`config.mk`:
```
export PLATFORM = sky130hd
export DESIGN_NAME = score_keeper
export DESIGN_NICKNAME = d
export VERILOG_FILES = /design/src/rtl/score_keeper.sv
export SDC_FILE = /design/constraint.sdc
export NUM_CORES = 1
export LEC_CHECK = 0
export CORE_ASPECT_RATIO = 1.25
export CORE_UTILIZATION = 40
export CTS_CLUSTER_SIZE = 20
export DETAILED_ROUTE_END_ITERATION = 12
export PLACE_DENSITY = 0.67
export REMOVE_ABC_BUFFERS = 1
export SLEW_MARGIN = 25
export SYNTH_ARGS = -nofsm -noshare
export SYNTH_HDL_FRONTEND = slang
export SYNTH_SLANG_ARGS = --single-unit
```
`constraint.sdc`:
```
create_clock -name i_clk -period 3.9 [get_ports i_clk]
set_input_delay 0.78 -clock i_clk [delete_from_list [all_inputs] [get_ports i_clk]]
set_output_delay 0.78 -clock i_clk [all_outputs]
set_load 0.01 [all_outputs]
```
`src/rtl/score_keeper.sv`:
```
// score_keeper: two-player score tracking and serve sequencing for a paddle game
// Ports:
//   i_clk          system clock, all registers update on its rising edge
//   i_reset        asynchronous active-high reset
//   i_frame_tick   one-cycle pulse per video frame, paces the serve delay
//   i_mode         game mode, 000 means no game
//   i_valid        game-active qualifier from the game controller
//   i_miss_1       ball passed player 1's paddle, player 2 scores
//   i_miss_2       ball passed player 2's paddle, player 1 scores
//   o_score_1      player 1 score
//   o_score_2      player 2 score
//   o_ball_release ball motion enabled, high only during a rally
//   o_serve_dir    serve direction, 0 toward player 1, 1 toward player 2
//   o_point_strobe one-cycle pulse in the cycle after a score increments
module score_keeper #(
    parameter logic [8:0] MaxScore   = 9'd10,
    parameter int         ServeDelay = 60
) (
    input  logic       i_clk,
    input  logic       i_reset,
    input  logic       i_frame_tick,
    input  logic [2:0] i_mode,
    input  logic       i_valid,
    input  logic       i_miss_1,
    input  logic       i_miss_2,
    output logic [8:0] o_score_1,
    output logic [8:0] o_score_2,
    output logic       o_ball_release,
    output logic       o_serve_dir,
    output logic       o_point_strobe
);
    localparam int CW = (ServeDelay > 0) ? $clog2(ServeDelay + 1) : 1;
    localparam logic [CW-1:0] Reload = CW'(ServeDelay);

    typedef enum logic [1:0] {IDLE, SERVE, RALLY, DONE} state_t;

    state_t          r_state, w_state;
    logic [CW-1:0]   r_cnt, w_cnt;
    logic [8:0]      r_score_1, w_score_1, r_score_2, w_score_2;
    logic            r_dir, w_dir, r_strobe, w_strobe;
    logic            w_active, w_p1, w_p2;

    assign w_active = i_valid && (i_mode != 3'b000);
    // A simultaneous double miss is a void point: neither side scores.
    assign w_p1 = i_miss_2 && !i_miss_1 && (r_score_1 < MaxScore);
    assign w_p2 = i_miss_1 && !i_miss_2 && (r_score_2 < MaxScore);

    always_comb begin
        w_state   = r_state;
        w_cnt     = r_cnt;
        w_score_1 = r_score_1;
        w_score_2 = r_score_2;
        w_dir     = r_dir;
        w_strobe  = 1'b0;
        if (!w_active) begin
            w_state   = IDLE;
            w_cnt     = '0;
            w_score_1 = '0;
            w_score_2 = '0;
            w_dir     = 1'b0;
        end else begin
            case (r_state)
                IDLE: begin
                    w_state = SERVE;
                    w_cnt   = Reload;
                end
                SERVE: begin
                    if (i_frame_tick) begin
                        if (r_cnt == '0) w_state = RALLY;
                        else w_cnt = r_cnt - 1'b1;
                    end
                end
                RALLY: begin
                    if (i_miss_1 || i_miss_2) begin
                        w_state = SERVE;
                        w_cnt   = Reload;
                        if (w_p1) begin
                            w_score_1 = r_score_1 + 9'd1;
                            w_dir     = 1'b1;
                            w_strobe  = 1'b1;
                            if (w_score_1 == MaxScore) w_state = DONE;
                        end else if (w_p2) begin
                            w_score_2 = r_score_2 + 9'd1;
                            w_dir     = 1'b0;
                            w_strobe  = 1'b1;
                            if (w_score_2 == MaxScore) w_state = DONE;
                        end
                    end
                end
                default: w_state = r_state;
            endcase
        end
    end

    always_ff @(posedge i_clk or posedge i_reset) begin
        if (i_reset) begin
            r_state   <= IDLE;
            r_cnt     <= '0;
            r_score_1 <= '0;
            r_score_2 <= '0;
            r_dir     <= 1'b0;
            r_strobe  <= 1'b0;
        end else begin
            r_state   <= w_state;
            r_cnt     <= w_cnt;
            r_score_1 <= w_score_1;
            r_score_2 <= w_score_2;
            r_dir     <= w_dir;
            r_strobe  <= w_strobe;
        end
    end

    assign o_score_1      = r_score_1;
    assign o_score_2      = r_score_2;
    assign o_serve_dir    = r_dir;
    assign o_point_strobe = r_strobe;
    assign o_ball_release = (r_state == RALLY);
endmodule

```
==> results.json, run 1 <==
{
  "die_w_um": 57.1,
  "yosysWarnings": 0,
  "grt_pass1_vias": 1168,
  "pre_cts_ws_ns": 1.50,
  "p_sw_frac": 0.382,
  "worstSetupEndpointType": "primary output",
  "grt_usage": 0.171,
  "die_y_um": 70.9,
  "place_inst": 215,
  "min_period_ns": 2.38,
  "p_sw_mw": 0.338,
  "fillCellCount": 334,
  "dp_hpwl_mm": 2.38,
  "cap_viol_max_count": 0,
  "regArea_um2": 701,
  "grt_pass1_wl_mm": 5.32,
  "cts.path.max_buffers": 2,
  "cts_resized": 0,
  "drtAntennaViolNets": 0,
  "synthFlopType": "dfrtp_1",
  "fin_crit_sh": 0.609,
  "drt_wl_total_mm": 3.20,
  "die_area_mm2": 0.00405,
  "finalHoldViolations": 0,
  "synth_top_family_by_area": "simple AND/OR/NAND/NOR gates",
  "grt_overflow": 0,
  "htreeDepth": 1,
  "synth-simple-area-share": 0.240,
  "cts_setup_buffers": 0,
  "fin_util": 0.532,
  "fin_setup_tns_ns": 0,
  "leakagePower_nw": 0.782,
  "num_rows": 24,
  "ys_types": 49,
  "grt_antenna_before_repair": 0,
  "vias_per_cell": 5.57,
  "clock_skew_ns": 0.00547,
  "critPathLaunchType": "register",
  "clk_latency_ns": 0.27,
  "finalNonFillerCells": 218,
  "critical_path_class": "register to primary output",
  "synth_area_per_cell_um2": 10.1,
  "synth_cells": 150,
  "async_flop_share": 1.00,
  "p_seq_frac": 0.422,
  "cts_tree": "yes",
  "root_buffer": "clkbuf_8",
  "place_congestion": 0.834,
  "final_net_count": 199,
  "required_ns": 3.12,
  "crit_arrival_ns": 1.60,
  "slew_headroom": 0.610,
  "worst_slack_ns": 1.52,
  "ys_seq_elements": 28,
  "p_int_mw": 0.547,
  "wire_per_inst_um": 14.7,
  "outcome": "finished clean",
  "path_clk_slew_ns": 0.09,
  "synth.mux.area_fraction": 0.00659,
  "multi_input_area_um2": 768,
  "num_vias": 1214,
  "ys_seq_area_frac": 0.461,
  "path_max_fanout": 5,
  "synthesis.area_mm2": 0.00152,
  "yosys.area_share.adder": 0.0741,
  "first_pass_iters": 4,
  "area_delta_synth_final_pct": 24.2,
  "fmax_ghz": 0.421,
  "coreArea_mm2": 0.00354,
  "grt_max_degree": 29,
  "power_density_mw_per_mm2": 469,
  "clockPowerShare": 0.174,
  "cts_made_buffers": 3,
  "antenna_cells": 0,
  "drt_iter0_markers": 46,
  "synth_compound_area_frac": 0.157,
  "top_level_ports": 30,
  "pwr-share-comb": 0.404,
  "drcViolationCount": 0,
  "start_util": 0.429,
  "tightest_slew_ns": 0.584,
  "synthXorXnorAreaFrac": 0.0288,
  "cts_hold_buf": 0,
  "hold_path_class": "register to register",
  "clock-sinks": 28,
  "drv_slew": 0,
  "rsz0062_at_grt": "no",
  "io_buffers": 29,
  "synth-edff-count": 0,
  "drive_gt1_frac": 0.0950,
  "setup_viol": 0,
  "ir_drop_mv": 0.218
}
-- worst max-delay path, stage by stage, from the launching register on --
cell	delay (ns)
dfrtp_1	0.39
inv_1	0.10
ha_1	0.27
clkdlybuf4s50_1	0.57
-- state kept, by name, summed over array words and instances (netlist names) --
name            cells
o_score_1           9
o_score_2           9
r_cnt               6
r_state             2
o_point_strobe      1
o_serve_dir         1
-- per-stage QoR --
| stage | hold WS (ns) | power, mW | area (um2) |
|---|---|---|---|
| finish | 0.521 | 0.885 | 1890 |
| global route | 0.526 | 0.949 | 1890 |
| CTS | 0.519 | 0.889 | 1890 |
| detailed placement | 0.497 | 0.733 | 1850 |
| global placement | 0.495 | 0.723 | 1850 |
| floorplan | 0.523 | 0.649 | 1500 |
-- Yosys cell counts, types with 2 or more instances --
master / number / area share
inv_1: 8 / 0.020
ha_1: 9 / 0.074
a41oi_1: 2 / 0.012
and2_1: 10 / 0.041
o21ai_1: 2 / 0.0066
clkbuf_1: 2 / 0.0049
a21oi_1: 8 / 0.026
a21oi_2: 2 / 0.012
dfrtp_1: 28 / 0.46
nand3_1: 2 / 0.0066
nor4_1: 2 / 0.0082
nor2_1: 21 / 0.052
nand2_1: 6 / 0.015
nor3_1: 2 / 0.0066
xor2_1: 3 / 0.017
o21ai_0: 5 / 0.016
nand4_1: 4 / 0.016
xnor2_1: 2 / 0.012
nor4b_2: 2 / 0.020
-- kinds of logic after synthesis --
logic type | after synthesis
adders and majority gates | 9
xor gates and xnor gates | 5
muxes | 1
AOI/OAI and AO/OA | 34
buffers and inverters | 12
DFF | 28
and+or+nand+nor | 61
-- final timing paths --
path,start,endpoint,slack (ns),cells after the start
worst min-delay path,o_score_2[8],o_score_2[8],0.52,1
worst max register to register,r_state[0],r_state[1],1.96,7
worst min register to register,o_score_2[8],o_score_2[8],0.52,1
min in group asynchronous,i_reset,r_cnt[1],0.88,2
max in group asynchronous,i_reset,o_score_1[1],2.63,2
worst max-delay path,r_state[0],o_ball_release,1.52,3
-- cell usage in the layout (no fill, tap or decap), types with 3 or more instances in the layout --
master and n:
a21oi_1 8, and2_1 10, clkbuf_8 3, clkdlybuf4s50_1 29, dfrtp_1 28, ha_1 9, inv_1 7, nand2_1 6
nand4_1 4, nor2_1 21, o21ai_0 5, xor2_1 3
-- metal layers --
layer	vias up	routed length, um	global-route usage
met3	5	166	0.0293
li1	595	-	-
met5	-	0	0
met1	576	1450	0.210
met2	38	1540	0.292
met4	0	51	0.0759
-- cell type report --
type                       instances  share of cell area
multi-input combinational        110               0.407
tap                               39              0.0259
clock buffer                       3              0.0219
timing repair buffer              30               0.158
sequential                        28               0.371
inverter                           8              0.0159
-- power groups by stage --
stage | registers (mW) | clock network (mW) | logic, mW
final | 0.374 | 0.154 | 0.358
after global routing | 0.381 | 0.168 | 0.400
after CTS | 0.373 | 0.160 | 0.356
after detailed placement | 0.379 | 0 | 0.354
after global placement | 0.377 | 0 | 0.346
after floorplan | 0.368 | 0 | 0.281
(Power assumes the default switching activity.)
==> inputs of run 2 (changes only) <==
- clock period: 3.9 -> 2.3 ns (I/O delays scaled with it)
==> results.json, run 2 (same netlist as run 1, synthesis figures left out) <==
{
  "area_delta_synth_final_pct": 25.6,
  "htreeDepth": 1,
  "regArea_um2": 701,
  "reg2reg_from": "r_state[0]",
  "fmax_ghz": 0.485,
  "first_pass_iters": 4,
  "finalHoldViolations": 0,
  "clock_skew_ns": 0.00458,
  "outcome": "finished clean",
  "hold_depth": 1,
  "path_max_fanout": 5,
  "path_cells": "inv_1, ha_1, clkdlybuf4s50_1",
  "total_power_mw": 1.54,
  "cts_resized": 0,
  "hold_path_class": "register to register",
  "vias_per_cell": 5.60,
  "critPathLaunchType": "register",
  "coreArea_mm2": 0.00354,
  "final_net_count": 200,
  "grt_pass1_vias": 1257,
  "holdCritStartpoint": "o_score_2[8]",
  "cts_setup_buffers": 0,
  "wire_per_inst_um": 14.4,
  "cts_hold_buf": 0,
  "rsz0062_at_grt": "no",
  "drtAntennaViolNets": 0,
  "fillCellCount": 337,
  "multi_input_area_um2": 768,
  "die_w_um": 57.1,
  "antenna_cells": 0,
  "tightest_slew_ns": 0.495,
  "num_vias": 1232,
  "r2r_slack_ns": 0.35,
  "root_buffer": "clkbuf_8",
  "grt_antenna_before_repair": 0,
  "die_y_um": 70.9,
  "critical_path_class": "register to primary output",
  "cts.path.max_buffers": 2,
  "fin_setup_tns_ns": 0,
  "required_ns": 1.84,
  "path_clk_slew_ns": 0.09,
  "layout_commonest_cell": "clkdlybuf4s50_1",
  "grt_max_degree": 29,
  "drcViolationCount": 0,
  "critical-path-max-stage-delay_ns": 0.57,
  "grt_pass1_wl_mm": 5.64,
  "die_area_mm2": 0.00405,
  "top_level_ports": 30,
  "holdPathEnd": "o_score_2[8]",
  "whs_ns": 0.510,
  "fin_crit_sh": 0.897,
  "cap_viol_max_count": 0,
  "clk_latency_ns": 0.27,
  "slew_headroom": 0.670,
  "dp_hpwl_mm": 2.41,
  "drv_slew": 0,
  "slowest_stage": "clkdlybuf4s50_1",
  "io_buffers": 29,
  "drt_iter0_markers": 28,
  "wl_met1_mm": 1.40,
  "r2r-end": "r_state[1]",
  "setup_viol": 0,
  "cts_made_buffers": 3,
  "place_congestion": 0.874,
  "drt_wl_total_mm": 3.17,
  "num_rows": 24,
  "crit_arrival_ns": 1.60,
  "fin_util": 0.538,
  "drive_gt1_frac": 0.0994,
  "r2r_cells": 7,
  "power_density_mw_per_mm2": 807,
  "grt_overflow": 0,
  "clock-sinks": 28,
  "topRoutingLayerUsed": "met4",
  "wl_met3_um": 138,
  "grt_usage": 0.178,
  "ir_drop_mv": 0.356,
  "min_period_ns": 2.06,
  "leakagePower_nw": 0.795,
  "wl_met2_mm": 1.59,
  "mostFrequentLayoutCells": "clkdlybuf4s50_1 (29), dfrtp_1 (28), nor2_1 (21)",
  "worstSetupEndpointType": "primary output",
  "start_util": 0.429,
  "cts_tree": "yes"
}
==> run 2: through the flow <==
step	setup WS, ns	area [um2]	instances
2_1_floorplan	0.618	1500	146
3_3_place_gp	0.288	1850	216
3_5_place_dp	0.250	1850	216
4_1_cts	0.254	1910	220
5_1_grt	0.180	1910	220
6_report	0.237	1910	220
==> run 2: power breakdown <==
part / total [mW] / internal (mW) / leakage [nW] / switching [mW]
registers: 0.630 / 0.549 / 0.385 / 0.0806
clock network: 0.304 / 0.153 / 0.0288 / 0.150
logic: 0.607 / 0.263 / 0.381 / 0.344
total: 1.54 / 0.965 / 0.795 / 0.575
==> run 2: worst max-delay path by stage <==
stage	slack (ns)	cells past startpoint	from	to
after floorplan	0.62	7	r_state[0]	r_state[1]
after global placement	0.29	6	i_miss_1	r_state[1]
after global routing	0.18	3	r_state[0]	o_ball_release
after CTS	0.25	3	r_state[0]	o_ball_release
after detailed placement	0.25	6	i_miss_1	r_state[1]
final	0.24	3	r_state[0]	o_ball_release
==> run 2: cell type report <==
type / count / share of cell area
inverters: 8 / 0.0157
clock buffers: 4 / 0.0289
repair buffers: 31 / 0.160
flip-flops and latches: 28 / 0.367
well taps: 39 / 0.0256
multi-input cells: 110 / 0.403
==> run 2: worst max-delay path: cells and delay by family (launching register included) <==
kind / cells / cell delay (ns)
buffers and inverters: 2 / 0.67
flip-flops: 1 / 0.39
adder cells (fa/ha/maj): 1 / 0.27
==> run 2: per-layer routing <==
layer / vias up / global-route usage
met3: 5 / 0.0293
met2: 31 / 0.310
met1: 598 / 0.222
met4: 0 / 0.0596
met5: - / 0
li1: 598 / -
==> inputs of run 3 (changes only) <==
- clock period: 2.3 -> 2.5 ns (I/O delays scaled with it)
==> results.json, run 3 (same netlist as run 1, synthesis figures left out) <==
{
  "outcome": "finished clean",
  "drt_iter0_markers": 35,
  "r2r_slack_ns": 0.54,
  "cts_made_buffers": 3,
  "topRoutingLayerUsed": "met4",
  "antenna_cells": 0,
  "whs_ns": 0.511,
  "drtAntennaViolNets": 0,
  "wl_met3_um": 131,
  "die_area_mm2": 0.00405,
  "num_vias": 1225,
  "crit_arrival_ns": 1.61,
  "grt_overflow": 0,
  "worst-path-stages": 3,
  "grt_usage": 0.181,
  "pwr-share-comb": 0.393,
  "finalNonFillerCells": 220,
  "drcViolationCount": 0,
  "critical-path-max-stage-delay_ns": 0.57,
  "root_buffer": "clkbuf_8",
  "p_sw_mw": 0.525,
  "clock-sinks": 28,
  "fin_util": 0.538,
  "wire_per_inst_um": 14.8,
  "num_rows": 24,
  "dp_hpwl_mm": 2.40,
  "r2r_cells": 7,
  "cts_setup_buffers": 0,
  "required_ns": 2.00,
  "wl_met2_mm": 1.70,
  "cts_resized": 0,
  "cts.path.max_buffers": 2,
  "place_inst": 216,
  "finalHoldViolations": 0,
  "fmax_ghz": 0.474,
  "vias_per_cell": 5.57,
  "grt_pass1_wl_mm": 5.75,
  "setup_viol": 0,
  "ir_drop_mv": 0.295,
  "grt_pass1_vias": 1319,
  "r2r-end": "r_state[1]",
  "cts_tree": "yes",
  "htreeDepth": 1,
  "rsz0062_at_grt": "no",
  "p_sw_frac": 0.371,
  "critPathLaunchType": "register",
  "power_density_mw_per_mm2": 741,
  "area_delta_synth_final_pct": 25.6,
  "p_int_mw": 0.888,
  "clockPowerShare": 0.197,
  "fin_setup_tns_ns": 0,
  "clock_skew_ns": 0.00309,
  "first_pass_iters": 4,
  "reg2reg_from": "r_state[0]",
  "path_clk_slew_ns": 0.09,
  "critical_path_class": "register to primary output",
  "cp_num_buf_inv": 2,
  "place_congestion": 0.874,
  "drive_gt1_frac": 0.0994,
  "clk_latency_ns": 0.27,
  "path_cells": "inv_1, ha_1, clkdlybuf4s50_1",
  "io_buffers": 29,
  "critPathTopFamily": "buffers and inverters",
  "grt_antenna_before_repair": 0,
  "coreArea_mm2": 0.00354,
  "drt_wl_total_mm": 3.25,
  "hold_path_class": "register to register",
  "cap_viol_max_count": 0,
  "slowest_stage": "clkdlybuf4s50_1",
  "layout_commonest_cell": "clkdlybuf4s50_1",
  "hold_depth": 1,
  "drv_slew": 0,
  "grt_max_degree": 29,
  "die_w_um": 57.1,
  "mostFrequentLayoutCells": "clkdlybuf4s50_1 (29), dfrtp_1 (28), nor2_1 (21)",
  "worst_slack_ns": 0.392,
  "cts_hold_buf": 0,
  "pre_cts_ws_ns": 0.403,
  "min_period_ns": 2.11,
  "leakagePower_nw": 0.795,
  "tightest_slew_ns": 0.498,
  "path_max_fanout": 5,
  "final_net_count": 200,
  "slew_headroom": 0.667,
  "start_util": 0.429,
  "worstSetupEndpointType": "primary output",
  "worstSetupEndpoint": "o_ball_release",
  "die_y_um": 70.9,
  "p_seq_frac": 0.409,
  "wl_met1_mm": 1.38,
  "fin_crit_sh": 0.843,
  "crit_path_start": "r_state[0]",
  "top_level_ports": 30
}
-- run 3: per-stage QoR --
stage	total power [mW]	area [um2]
5_1_grt	1.52	1910
3_5_place_dp	1.14	1850
4_1_cts	1.43	1910
6_report	1.41	1910
2_1_floorplan	1.01	1500
3_3_place_gp	1.13	1850
-- run 3: how the worst min path moves through the flow --
| stage | endpoint | start | slack, ns |
|---|---|---|---|
| 6_report | o_score_2[8] | o_score_2[8] | 0.51 |
| 5_1_grt | o_score_2[8] | o_score_2[8] | 0.53 |
| 4_1_cts | o_score_2[8] | o_score_2[8] | 0.52 |
| 3_5_place_dp | o_score_2[8] | o_score_2[8] | 0.50 |
| 3_3_place_gp | o_score_2[8] | o_score_2[8] | 0.49 |
| 2_1_floorplan | r_cnt[1] | r_cnt[1] | 0.52 |
-- run 3: power groups by stage --
| stage | Combinational [mW] | Sequential (mW) | Clock, mW |
|---|---|---|---|
| after global placement | 0.541 | 0.587 | 0 |
| after detailed placement | 0.557 | 0.588 | 0 |
| after CTS | 0.561 | 0.579 | 0.286 |
| after global routing | 0.629 | 0.587 | 0.304 |
| final | 0.556 | 0.579 | 0.279 |
| after floorplan | 0.438 | 0.575 | 0 |
-- run 3: layout make-up --
cell class | instances | area (um2)
flip-flops and latches | 28 | 701
repair buffers | 31 | 305
multi-input cells | 110 | 768
fillers | 341 | 1640
clock buffers | 4 | 55.1
inverters | 8 | 30.0
well taps | 39 | 48.8
-- run 3: per-layer routing --
metal / vias to the layer above / global-route usage
li1: 597 / -
met1: 598 / 0.216
met2: 25 / 0.328
met3: 5 / 0.0274
met4: 0 / 0.0623
met5: - / 0
